**config.mk**
```make
export PLATFORM = sky130hd
export DESIGN_NAME = ppu_bus_arbiter
export DESIGN_NICKNAME = d
export VERILOG_FILES = /design/src/rtl/ppu_bus_arbiter.sv
export SDC_FILE = /design/constraint.sdc
export NUM_CORES = 1
export LEC_CHECK = 0
export CAP_MARGIN = 40
export CORE_MARGIN = 1.5
export CORE_UTILIZATION = 43
export CTS_CLUSTER_DIAMETER = 60
export DETAILED_ROUTE_END_ITERATION = 6
export GPL_TIMING_DRIVEN = 0
export PLACE_DENSITY_LB_ADDON = 0.2
export REMOVE_ABC_BUFFERS = 1
export SETUP_SLACK_MARGIN = 0.5
export SLEW_MARGIN = 5
export SYNTH_ARGS = -nofsm -noshare
export SYNTH_HDL_FRONTEND = slang
export SYNTH_SLANG_ARGS = --single-unit
```
**constraint.sdc**
```tcl
create_clock -name clk -period 1.9 [get_ports clk]
set_clock_uncertainty 0.2 [all_clocks]
set_input_delay 0.19 -clock clk [delete_from_list [all_inputs] [get_ports clk]]
set_output_delay 0.19 -clock clk [all_outputs]
set_load 0.05 [all_outputs]
```
**src/rtl/ppu_bus_arbiter.sv**
```systemverilog
// ---------------------------------------------------------------------------
// ppu_bus_arbiter
//
// Shares the single-port PPU bus (nametable VRAM plus cartridge CHR) between
// the render fetch engine and the CPU PPUDATA ($2007) path. Render fetches
// win the bus whenever they ask for it. A CPU access is parked in a one-entry
// pending slot and goes out in the first cycle the renderer leaves free. A
// starvation counter forces it out if no free cycle shows up in time. The
// block also derives the VRAM chip select and the mirrored nametable A10.
//
// Ports
//   clk, rst_n            clock, synchronous active-low reset
//   mirror_mode           0 horiz, 1 vert, 2 single lower, 3 single upper
//   rend_req/addr         render fetch request (read only) and address
//   rend_gnt              render fetch issued this cycle (combinational)
//   rend_rvalid/rdata     render read data, one cycle after the grant
//   cpu_req/we/addr/wdata CPU access request pulse and its attributes
//   cpu_busy              CPU access pending
//   cpu_done              one-cycle completion pulse
//   cpu_rdata             CPU read buffer
//   bus_*                 shared bus; bus_rdata is registered by the memory
// ---------------------------------------------------------------------------
module ppu_bus_arbiter #(
    parameter int ADDR_W     = 14,
    parameter int STARVE_MAX = 8
) (
    input  logic              clk,
    input  logic              rst_n,
    input  logic [1:0]        mirror_mode,
    input  logic              rend_req,
    input  logic [ADDR_W-1:0] rend_addr,
    output logic              rend_gnt,
    output logic              rend_rvalid,
    output logic [7:0]        rend_rdata,
    input  logic              cpu_req,
    input  logic              cpu_we,
    input  logic [ADDR_W-1:0] cpu_addr,
    input  logic [7:0]        cpu_wdata,
    output logic              cpu_busy,
    output logic              cpu_done,
    output logic [7:0]        cpu_rdata,
    output logic [ADDR_W-1:0] bus_addr,
    output logic              bus_rd,
    output logic              bus_wr,
    output logic              bus_vram_cs,
    output logic              bus_vram_a10,
    output logic [7:0]        bus_wdata,
    input  logic [7:0]        bus_rdata
);

    localparam int CNT_W = $clog2(STARVE_MAX) + 1;
    localparam logic [CNT_W-1:0] CNT_ZERO = {CNT_W{1'b0}};
    localparam logic [CNT_W-1:0] CNT_ONE  = CNT_W'(1);
    localparam logic [CNT_W-1:0] CNT_LAST = CNT_W'(STARVE_MAX - 1);

    typedef enum logic [1:0] {
        ST_IDLE = 2'd0,
        ST_PEND = 2'd1,
        ST_WAIT = 2'd2
    } state_t;

    state_t              state_r;
    logic [CNT_W-1:0]    starve_cnt_r;
    logic                cpu_we_r;
    logic [ADDR_W-1:0]   cpu_addr_r;
    logic [7:0]          cpu_wdata_r;
    logic [ADDR_W-1:0]   addr_hold_r;
    logic                cpu_busy_r;
    logic                cpu_done_r;
    logic                rend_rvalid_r;
    logic [7:0]          cpu_rdata_r;

    logic                cpu_issue_s;
    logic                rend_gnt_s;
    logic [ADDR_W-1:0]   addr_s;
    logic                rd_s;
    logic                wr_s;

    // Nametable A10 from the cartridge mirroring mode.
    function automatic logic mirror_a10(input logic [1:0] mode,
                                        input logic [ADDR_W-1:0] addr);
        logic a10;
        case (mode)
            2'd0:    a10 = addr[11];
            2'd1:    a10 = addr[10];
            2'd2:    a10 = 1'b0;
            2'd3:    a10 = 1'b1;
            default: a10 = 1'b0;
        endcase
        return a10;
    endfunction

    // Per-cycle winner selection and bus drive.
    always_comb begin
        cpu_issue_s = 1'b0;
        if (state_r == ST_PEND) begin
            // Pending CPU goes out on a free cycle or when its wait is used up.
            cpu_issue_s = !rend_req || (starve_cnt_r == CNT_LAST);
        end else begin
            cpu_issue_s = 1'b0;
        end
        rend_gnt_s = rend_req & ~cpu_issue_s;

        addr_s = addr_hold_r;
        rd_s   = 1'b0;
        wr_s   = 1'b0;
        if (rend_gnt_s) begin
            addr_s = rend_addr;
            rd_s   = 1'b1;
            wr_s   = 1'b0;
        end else if (cpu_issue_s) begin
            addr_s = cpu_addr_r;
            rd_s   = ~cpu_we_r;
            wr_s   = cpu_we_r;
        end else begin
            // Idle bus keeps the previous address to avoid needless toggling.
            addr_s = addr_hold_r;
            rd_s   = 1'b0;
            wr_s   = 1'b0;
        end
    end

    // Arbitration state machine, CPU latch, read buffer and render valid.
    always_ff @(posedge clk) begin
        if (!rst_n) begin
            state_r       <= ST_IDLE;
            starve_cnt_r  <= CNT_ZERO;
            cpu_we_r      <= 1'b0;
            cpu_addr_r    <= {ADDR_W{1'b0}};
            cpu_wdata_r   <= 8'h00;
            addr_hold_r   <= {ADDR_W{1'b0}};
            cpu_busy_r    <= 1'b0;
            cpu_done_r    <= 1'b0;
            rend_rvalid_r <= 1'b0;
            cpu_rdata_r   <= 8'h00;
        end else begin
            rend_rvalid_r <= rend_gnt_s;
            if (rend_gnt_s || cpu_issue_s) begin
                addr_hold_r <= addr_s;
            end

            case (state_r)
                ST_IDLE: begin
                    cpu_done_r <= 1'b0;
                    if (cpu_req) begin
                        cpu_we_r    <= cpu_we;
                        cpu_addr_r  <= cpu_addr;
                        cpu_wdata_r <= cpu_wdata;
                        cpu_busy_r  <= 1'b1;
                        state_r     <= ST_PEND;
                    end else begin
                        state_r     <= ST_IDLE;
                    end
                end
                ST_PEND: begin
                    // New requests are ignored here: the slot holds one entry.
                    if (cpu_issue_s) begin
                        cpu_busy_r <= 1'b0;
                        cpu_done_r <= 1'b1;
                        state_r    <= ST_WAIT;
                    end else begin
                        cpu_done_r <= 1'b0;
                        if (starve_cnt_r != CNT_LAST) begin
                            starve_cnt_r <= starve_cnt_r + CNT_ONE;
                        end
                    end
                end
                ST_WAIT: begin
                    // Registered bus data for the access issued last cycle.
                    cpu_done_r   <= 1'b0;
                    starve_cnt_r <= CNT_ZERO;
                    if (!cpu_we_r) begin
                        cpu_rdata_r <= bus_rdata;
                    end
                    if (cpu_req) begin
                        cpu_we_r    <= cpu_we;
                        cpu_addr_r  <= cpu_addr;
                        cpu_wdata_r <= cpu_wdata;
                        cpu_busy_r  <= 1'b1;
                        state_r     <= ST_PEND;
                    end else begin
                        state_r     <= ST_IDLE;
                    end
                end
                default: begin
                    state_r      <= ST_IDLE;
                    starve_cnt_r <= CNT_ZERO;
                    cpu_busy_r   <= 1'b0;
                    cpu_done_r   <= 1'b0;
                end
            endcase
        end
    end

    assign rend_gnt     = rend_gnt_s;
    assign rend_rvalid  = rend_rvalid_r;
    assign rend_rdata   = bus_rdata;
    assign cpu_busy     = cpu_busy_r;
    assign cpu_done     = cpu_done_r;
    assign cpu_rdata    = cpu_rdata_r;
    assign bus_addr     = addr_s;
    assign bus_rd       = rd_s;
    assign bus_wr       = wr_s;
    assign bus_wdata    = cpu_wdata_r;
    // $3F00-$3FFF is not special-cased: it reaches the bus as a nametable read.
    assign bus_vram_cs  = addr_s[13] & (rd_s | wr_s);
    assign bus_vram_a10 = mirror_a10(mirror_mode, addr_s);

endmodule

```
# Yosys cells after proc, flatten, opt, wreduce, memory -nomap -nowiden

Index checks and enable logic that the tools add are counted.

Bitwise gates (word level): 6
$add $sub $neg: 1
Equality and inequality tests: 11
Reductions and logical operators: 11
Multiplexer cells: 18

Operators with widths:

| cell                | number |
|---|---|
| $mux 14             | 2 |
| $mux 1              | 9 |
| $mux 4              | 2 |
| $pmux 4 s2          | 1 |
| $reduce_and 2->1    | 4 |
| $eq 2x2->1 const B  | 3 |
| $add 4x1->4 const B | 1 |
| $eq 2x1->1 const B  | 2 |
| $eq 4x3->1 const B  | 1 |
| $logic_not 2->1     | 2 |
| $ne 2x1->1 const B  | 2 |
| $ne 2x2->1 const B  | 2 |
| $ne 4x3->1 const B  | 1 |
| $pmux 1 s4          | 1 |
| $pmux 2 s2          | 1 |
| $not 1->1           | 3 |
| $reduce_and 3->1    | 1 |
| $and 1x1->1         | 2 |
| $logic_or 1x1->1    | 2 |
| $mux 2              | 1 |
| $pmux 1 s2          | 1 |
| $reduce_or 2->1     | 1 |
| $logic_not 1->1     | 1 |
| $or 1x1->1          | 1 |

Register bits after elaboration: 54
Output and inout bits: 46
Bits of input ports: 51

# Longest topological paths before layout

Gate-level depths: netlist of the first run.

Depth after elaboration: 8
Gate-level depth with buffers: 7

# Worst setup path before layout of the first run

OpenSTA, ideal clock, no wires.

Path kind: reg2out
From: register starve_cnt_r[0]
To: output port bus_vram_a10
Path slack: -0.633 ns
Arrival time: 2.143 ns
Stages on the path, launching flop included: 8
Path buffers: 1
Cell sequence: dfxtp_1 ha_1 nand3b_2 o21ai_4 buf_12 inv_1 nand2_1 a22oi_1

Cells in the longest elaborated chain, start to end: 7

Ends and longest elaborated chain:

| element                | RTL line | source |
|---|---|---|
| from (decl)            | 63       | `logic [CNT_W-1:0] starve_cnt_r;` |
| from (signal assigned) | 164      | `starve_cnt_r <= starve_cnt_r + CNT_ONE;` |
| $eq 4x3->1             | 98       | `cpu_issue_s = !rend_req \|\| (starve_cnt_r == CNT_LAST);` |
| $logic_or 1x1->1       | 98       |  |
| $mux 1                 | 96       | `if (state_r == ST_PEND) begin` |
| $not 1->1              | 102      | `rend_gnt_s = rend_req & ~cpu_issue_s;` |
| $and 1x1->1            | 102      |  |
| via rend_gnt           | 32       | `output logic rend_gnt,` |
| $mux 14                | 107      | `if (rend_gnt_s) begin` |
| $pmux 1 s4             | 83       | `case (mode)` |
| to (decl)              | 46       | `output logic bus_vram_a10,` |

The timed path passes the listed nets, and every way through them passes these cells.

# Worst setup path after layout of the first run

From: register starve_cnt_r[1]
To: output port bus_addr[7]

Cells in the longest elaborated chain, start to end: 6

Ends and longest elaborated chain:

| element              | RTL line | source |
|---|---|---|
| $eq 4x3->1 (*)       | 98       |  |
| $logic_or 1x1->1 (*) | 98       |  |
| $mux 1 (*)           | 96       |  |
| $not 1->1            | 102      |  |
| $and 1x1->1          | 102      |  |
| $mux 14 (*)          | 107      |  |
| to (decl)            | 42       | `output logic [ADDR_W-1:0] bus_addr,` |

Mark *: on every way between the ends. The rest lies on a longest branch, timed or not.

==> impl_results.md, run 1 <==
* Die span in x at 76.9 um
* CORE AREA at 5170 um2
* Hold Startpoint: rst_n
* Largest buffer count on any clock path at 2
* Pins Over Slew Limit at 0
* Area leader, netlist: dfxtp_1
* Clock sinks at 54
* Iteration-0 DRC Markers at 92
* Number of diodes at 0
* Reg area at 1090 um2
* Largest net degree at the start of global routing at 26
* Vias at 2159
* Clk slew on worst S/H paths at 0.09 ns
* Tot GR Track Use at 0.211
* Yosys cell types at 36
* GPL Wtd Cong at 0.760
* H-tree Lvls at 2
* DR WL/cell at 15.3 um
* Max capacitance violation total at 0
* Avg Cell Area, Syn at 9.25 um2
* Final worst slack at -0.258 ns
* Die Footprint at 5920 um2
* Cell row count at 26
* Switch Pwr at 0.000876 W
* Clk_lat worst skew at 0.30 ns
* Vias in the first global route at 2069
* Synthesized cell area at 2350 um2
* Multi-input logic area at 1220 um2
* First-pass GRT wire length at 9980 um
* Remaining global-route overflow at 0
* Maximum vdd drop at 0.523 mV
* Port Buf Inserts at 96
* Prevailing post-synth register cell: dfxtp_1
* Arr. time, crit path at 1.77 ns
* Register area share after synthesis at 0.460
* Worst-path fanout max at 17
* Period minus WS final at 2.16 ns
* Total internal power at 0.00196 W
* Post-synth EDFFs at 0
* Tightest Hold Check Type: in2reg
* Post-synth top area share at 0.460
* Commonest non-fill, non-tap cell in the layout: nand2_1
* Reg2reg setup slack at 0.14 ns
* Fraction of registers with async set/reset at 0
* Sum Neg Setup Slack at -3.94 ns
* Relative slew margins at 0.619
* CTS tree: done
* Final Cycle Share at 1.14
* Fill count at 409
* P per Cell Area at 781 nW/um2
* Num CTS Buffers at 5
* Flop pwr share at 0.434
* Vias/cell at 5.09
* RR Endpoint: addr_hold_r[10]$_SDFFE_PN0P_
* Initial Util at 0.454
* Wirelength, routed at 6480 um
* Final setup violation count at 19
* Outcome: finished, violations left
* Area delta synth->final at 54.4%
* RR Startpoint: starve_cnt_r[1]$_SDFFE_PN0P_
* Share of layout cells above drive strength 1 at 0.316
* Ys Warns at 0
* Setup crit end kind: output port
* Final ANT Viol Nets at 0
* Achievable Freq at 463 MHz
* Worst Hold Path EP: state_r[0]$_SDFFE_PN0P_
* TritonRoute pass-1 iters at 4
* Hold-fix buffers, CTS at 0
* CTS Root Cell: clkbuf_8
* DRC at 0
* Dpl ws at -1.50 ns
* Combinational power share at 0.296
* Final Hold Vio Count at 0
* Post-DP HPWL at 3960 um
* Clk network pwr share at 0.270
* Worst-Margin Slew at 0.571 ns
* Worst setup path category: reg2out
* Mapped Cells at 254
* Violated checks: setup timing
* Leakage at 1.52 nW
* Most frequent cells in the layout: nand2_1 (52), dfxtp_1 (50), clkdlybuf4s50_1 (48)
* Ports at 97
* Die Y at 76.9 um
* Yosys reg bits at 54
* Worst hold stages at 2
* Reg2Reg Depth at 6
* Sw Ratio at 0.309
* RSZ-0062 raised after global routing: yes
* Worst path required time at 1.51 ns
* Final net count at 405
* Initial antenna violation count at 0
* Startpoint types: register
* Top post-synthesis cells by area: dfxtp_1 (46%), nand2_1 (8.5%), o221a_4 (6.0%), a21oi_1 (5.1%), mux2i_1 (4.3%)
* Final hold slack at 0.216 ns
-- worst max path at each step --
stage	slack, ns	endpoint	startpoint	depth (start not counted)
after floorplan	-0.57	bus_vram_a10	starve_cnt_r[0]$_SDFFE_PN0P_	6
after global placement	-1.51	bus_addr[12]	rend_req	5
after detailed placement	-1.50	bus_addr[13]	rend_req	5
after CTS	-0.24	bus_addr[7]	starve_cnt_r[1]$_SDFFE_PN0P_	6
after global routing	-0.33	bus_vram_cs	starve_cnt_r[1]$_SDFFE_PN0P_	7
final	-0.26	bus_addr[7]	starve_cnt_r[1]$_SDFFE_PN0P_	6
-- critical path, stage by stage, from the launching register on --
cell     delay, ns
dfxtp_2       0.35
ha_4          0.17
and3b_4       0.20
o21ai_4       0.17
buf_12        0.18
o221a_2       0.24
buf_8         0.15
-- layer usage --
| layer | share of wire | track usage | wire length, um | vias to the layer above |
|---|---|---|---|---|
| li1 | - | - | - | 1055 |
| met2 | 0.50 | 0.370 | 3250 | 83 |
| met3 | 0.069 | 0.0571 | 448 | 7 |
| met1 | 0.42 | 0.261 | 2730 | 1014 |
| met5 | 0 | 0 | 0 | - |
| met4 | 0.0085 | 0.0333 | 55 | 0 |
-- layout make-up --
| type | count | share of cell area |
|---|---|---|
| well taps | 70 | 0.0241 |
| clock buffers | 7 | 0.0210 |
| flip-flops and latches | 54 | 0.301 |
| repair buffers | 114 | 0.302 |
| multi-input cells | 173 | 0.338 |
| inverters | 5 | 0.00621 |
| clock inverters | 1 | 0.00828 |
-- registers in the layout (all words and copies together), names as in the netlist --
signal,cells
cpu_done,1
cpu_busy,1
state_r,2
cpu_we_r,1
starve_cnt_r,4
cpu_rdata,8
bus_wdata,8
cpu_addr_r,14
rend_rvalid,1
addr_hold_r,14
-- through the flow --
step / cell area (um2) / std cells / util / power (W)
5_1_grt: 3630 / 424 / 0.702 / 0.00295
4_1_cts: 3540 / 418 / 0.685 / 0.00283
3_3_place_gp: 3240 / 397 / 0.627 / 0.00200
2_1_floorplan: 2200 / 231 / - / 0.00168
3_5_place_dp: 3280 / 398 / 0.634 / 0.00201
6_report: 3630 / 424 / 0.702 / 0.00283
-- cell families (layout without fill, tap and decap cells) --
logic type	count (synthesis)	count (layout)	share of synthesized area
AND/OR/NAND/NOR	112	113	0.229
AO/OA/AOI/OAI	46	46	0.178
XOR/XNOR	3	3	0.0112
flip-flops	54	54	0.460
buffers and inverters	28	127	0.0735
adder cells (fa/ha/maj)	1	1	0.00532
multiplexers	10	10	0.0426
-- cells in the mapped netlist (2+ instances only) --
| master | count |
|---|---|
| dfxtp_1 | 54 |
| nand2_1 | 53 |
| a21oi_1 | 24 |
| nor2_1 | 18 |
| and2_1 | 15 |
| or3_1 | 14 |
| mux2i_1 | 10 |
| buf_4 | 8 |
| o221a_2 | 8 |
| o221a_4 | 7 |
| clkbuf_1 | 6 |
| buf_2 | 5 |
| inv_1 | 3 |
| nand3_1 | 3 |
| buf_6 | 2 |
| nand2b_1 | 2 |
| o21ai_4 | 2 |
| xor2_1 | 2 |
-- what timing repair did --
item,4_1_cts,5_1_grt
gates cloned,0,1
gates resized for setup,305,18
buffers inserted,12,5
endpoints found under the hold margin,0,0
pin swaps,9,13
endpoints found under the setup margin,100,56
-- power groups by stage --
stage	Clock, W	Sequential [W]	Combinational [W]
after floorplan	0	0.00131	0.000369
after global placement	0	0.00125	0.000747
after detailed placement	0	0.00125	0.000761
after CTS	0.000780	0.00123	0.000817
after global routing	0.000828	0.00124	0.000883
final	0.000765	0.00123	0.000838
Power figures use the tool's default switching activity.
==> run 2, diff against run 1 <==
--- a/config.mk
+++ b/config.mk
@@ -7,7 +7,7 @@
 export LEC_CHECK = 0
 export CAP_MARGIN = 40
 export CORE_MARGIN = 1.5
-export CORE_UTILIZATION = 43
+export CORE_UTILIZATION = 38
 export CTS_CLUSTER_DIAMETER = 60
 export DETAILED_ROUTE_END_ITERATION = 6
 export GPL_TIMING_DRIVEN = 0
@@ -18,3 +18,4 @@
 export SYNTH_ARGS = -nofsm -noshare
 export SYNTH_HDL_FRONTEND = slang
 export SYNTH_SLANG_ARGS = --single-unit
+export TNS_END_PERCENT = 1
==> constraint.sdc (replaced) <==
create_clock -name clk -period 1.8 [get_ports clk]
set_clock_uncertainty 0.2 [all_clocks]
set_input_delay 0.18 -clock clk [delete_from_list [all_inputs] [get_ports clk]]
set_output_delay 0.18 -clock clk [all_outputs]
set_load 0.05 [all_outputs]
==> run 2 against run 1 <==
Compared with the run above:
- the run still ends with setup timing left
- setup slack got worse by 0.095 ns
- non-clock buffer count decreased by 9
- critical path depth unchanged
- critical path type unchanged
- critical endpoint is now bus_addr[13]
==> impl_results.md, run 2 (same netlist as run 1, synthesis figures left out) <==
* Commonest non-fill, non-tap cell in the layout: dfxtp_1
* Switch Pwr at 0.000953 W (+8.8%)
* Port Buf Inserts at 96 (unchanged)
* Final Cycle Share at 1.20
* TritonRoute pass-1 iters at 4 (unchanged)
* Reg2reg setup slack at 0.05 ns (-0.09 ns)
* CTS tree: done
* Worst setup path category: reg2out
* Pwr Total at 0.00290 W (+2.2%)
* Die Y at 81.6 um (+6.1%)
* H-tree Lvls at 2 (unchanged)
* Iteration-0 DRC Markers at 79 (-14%)
* Setup crit end kind: output port
* Cell row count at 28 (+7.7%)
* Wirelength, routed at 6210 um (-4.2%)
* Total internal power at 0.00194 W (-0.76%)
* Achievable Freq at 465 MHz
* CTS Root Cell: clkbuf_8
* Worst path required time at 1.42 ns (-0.09 ns)
* RR Startpoint: starve_cnt_r[0]$_SDFFE_PN0P_
* Combinational power share at 0.316 (+0.020)
* Clock sinks at 54 (unchanged)
* Cell Chain, Critical Path: ha_4 -> and3b_4 -> o21ai_4 -> buf_12 -> o221a_2 -> buf_6
* GPL Wtd Cong at 0.815 (+7.3%)
* P per Cell Area at 791 nW/um2 (+1.3%)
* Worst Hold Path EP: cpu_addr_r[5]$_SDFFE_PN0P_
* Max incr delay on CP at 0.38 ns (+0.03 ns)
* Largest regs: addr_hold_r x14, cpu_addr_r x14
* Worst hold stages at 3 (+1)
* Largest net degree at the start of global routing at 26 (unchanged)
* Sum Neg Setup Slack at -5.85 ns (-1.91 ns)
* Sw Ratio at 0.329 (+0.0200)
* Largest buffer count on any clock path at 2 (unchanged)
* DR WL/cell at 14.8 um (-3.1%)
* Pins Over Slew Limit at 0 (unchanged)
* Reg2Reg Depth at 6 (unchanged)
* Tightest Hold Check Type: in2reg
* Die span in x at 81.6 um (+6.1%)
* Die Footprint at 6660 um2 (+13%)
* Relative slew margins at 0.472 (-0.148)
* CP top delay family: compound AO/OA/AOI/OAI gates
* Number of diodes at 0 (unchanged)
* Remaining global-route overflow at 0 (unchanged)
* Clk_lat worst skew at 0.31 ns (about the same)
* Num CTS Buffers at 5 (unchanged)
* Slowest-stage cell, CP: dfxtp_4
* Max capacitance violation total at 0 (unchanged)
* Hold Startpoint: cpu_addr[5]
* Violated checks: setup timing
* Final ANT Viol Nets at 0 (unchanged)
* Ports at 97 (unchanged)
* Worst-Margin Slew at 0.789 ns (+0.218 ns)
* Most frequent cells in the layout: dfxtp_1 (51), clkdlybuf4s50_1 (48), nand2_1 (30)
* Final Hold Vio Count at 0 (unchanged)
* Period minus WS final at 2.15 ns
* Final setup violation count at 19 (unchanged)
* Outcome: finished, violations left
* Final net count at 395 (-2.5%)
* Clk slew on worst S/H paths at 0.10 ns (about the same)
* Initial antenna violation count at 0 (unchanged)
* Flop pwr share at 0.448 (+0.014)
* Buf/Inv on CP at 2 (unchanged)
* RSZ-0062 raised after global routing: yes
* Tot GR Track Use at 0.187 (-0.0233)
* Vias/cell at 5.05 (-0.78%)
* Final hold slack at 0.223 ns (+0.00772 ns)
* Leakage at 1.47 nW (-3.1%)
* Arr. time, crit path at 1.77 ns (about the same)
* Worst-path fanout max at 12 (-5)
* CORE AREA at 5960 um2 (+15%)
* DRC at 0 (unchanged)
* Vias in the first global route at 1999 (-3.4%)
* RR Endpoint: addr_hold_r[11]$_SDFFE_PN0P_
* Clk network pwr share at 0.235 (-0.035)
* Final Util at 0.615 (-0.0868)
* Final worst slack at -0.353 ns (-0.0946 ns)
* Vias at 2117 (-1.9%)
* Area delta synth->final at 55.8%
* Maximum vdd drop at 0.458 mV (-13%)
* Initial Util at 0.395 (-0.0597)
* Startpoint types: register
* Post-DP HPWL at 3970 um (+0.22%)
* Share of layout cells above drive strength 1 at 0.410 (+0.0935)
* Hold-fix buffers, CTS at 0 (unchanged)
* First-pass GRT wire length at 9520 um (-4.6%)
## run 2: cell count changes in the layout (fill, tap and decap cells not counted), moves of 3 or more
cell	delta
buf_2	-25
nand2_1	-22
nand2_2	+22
a21oi_1	-21
a21oi_2	+21
buf_4	+14
clkbuf_4	+5
buf_6	-3
buf_8	-3
## run 2: worst reg2reg max path: stages (launching register included)
cell	delay, ns
dfxtp_4	0.39
ha_4	0.16
and3b_4	0.22
o21ai_4	0.07
buf_12	0.15
o221a_2	0.29
and2_1	0.16
## run 2: metal layers
metal / GRT usage / up-vias / routed length, um / part of all wire
li1: - / 1038 / - / -
met4: 0.0610 / 0 / 102 / 0.016
met2: 0.336 / 67 / 3070 / 0.49
met5: 0 / - / 0 / 0
met3: 0.0356 / 8 / 338 / 0.054
met1: 0.224 / 1004 / 2700 / 0.43
## run 2: timing repair
| action | 4_1_cts | 5_1_grt |
|---|---|---|
| setup buffers | 7 | 0 |
| pin swaps | 55 | 50 |
| setup endpoints to repair | 100 | 78 |
| gates resized for setup | 314 | 46 |
| cloned | 0 | 0 |
## run 2: power by group through the flow
stage	registers, W	clock network [W]	logic (W)
4_1_cts	0.00130	0.000711	0.000878
3_3_place_gp	0.00132	0	0.000792
5_1_grt	0.00131	0.000754	0.000965
6_report	0.00130	0.000682	0.000916
2_1_floorplan	0.00138	0	0.000389
3_5_place_dp	0.00132	0	0.000810
## run 2: layout make-up
class	instances	area, um2
clock inverters	3	18.8
multi-input cells	172	1290
repair buffers	105	1080
fillers	546	2290
inverters	5	20.0
flip-flops and latches	54	1090
well taps	75	93.8
clock buffers	5	68.8
## run 2: worst max path at each step
| stage | end | slack [ns] | start | cells after the start |
|---|---|---|---|---|
| after floorplan | bus_vram_a10 | -0.66 | starve_cnt_r[0]$_SDFFE_PN0P_ | 6 |
| after global placement | bus_addr[13] | -1.60 | rend_req | 5 |
| after detailed placement | bus_addr[13] | -1.61 | rend_req | 5 |
| after CTS | bus_addr[13] | -0.37 | starve_cnt_r[0]$_SDFFE_PN0P_ | 6 |
| after global routing | bus_addr[13] | -0.42 | starve_cnt_r[0]$_SDFFE_PN0P_ | 6 |
| final | bus_addr[13] | -0.35 | starve_cnt_r[0]$_SDFFE_PN0P_ | 6 |
## run 2: through the flow
stage	setup WS, ns	instances	instance area (um2)
2_1_floorplan	-0.663	231	2200
6_report	-0.353	419	3660
3_5_place_dp	-1.61	404	3300
4_1_cts	-0.371	419	3520
5_1_grt	-0.422	419	3660
3_3_place_gp	-1.60	402	3250
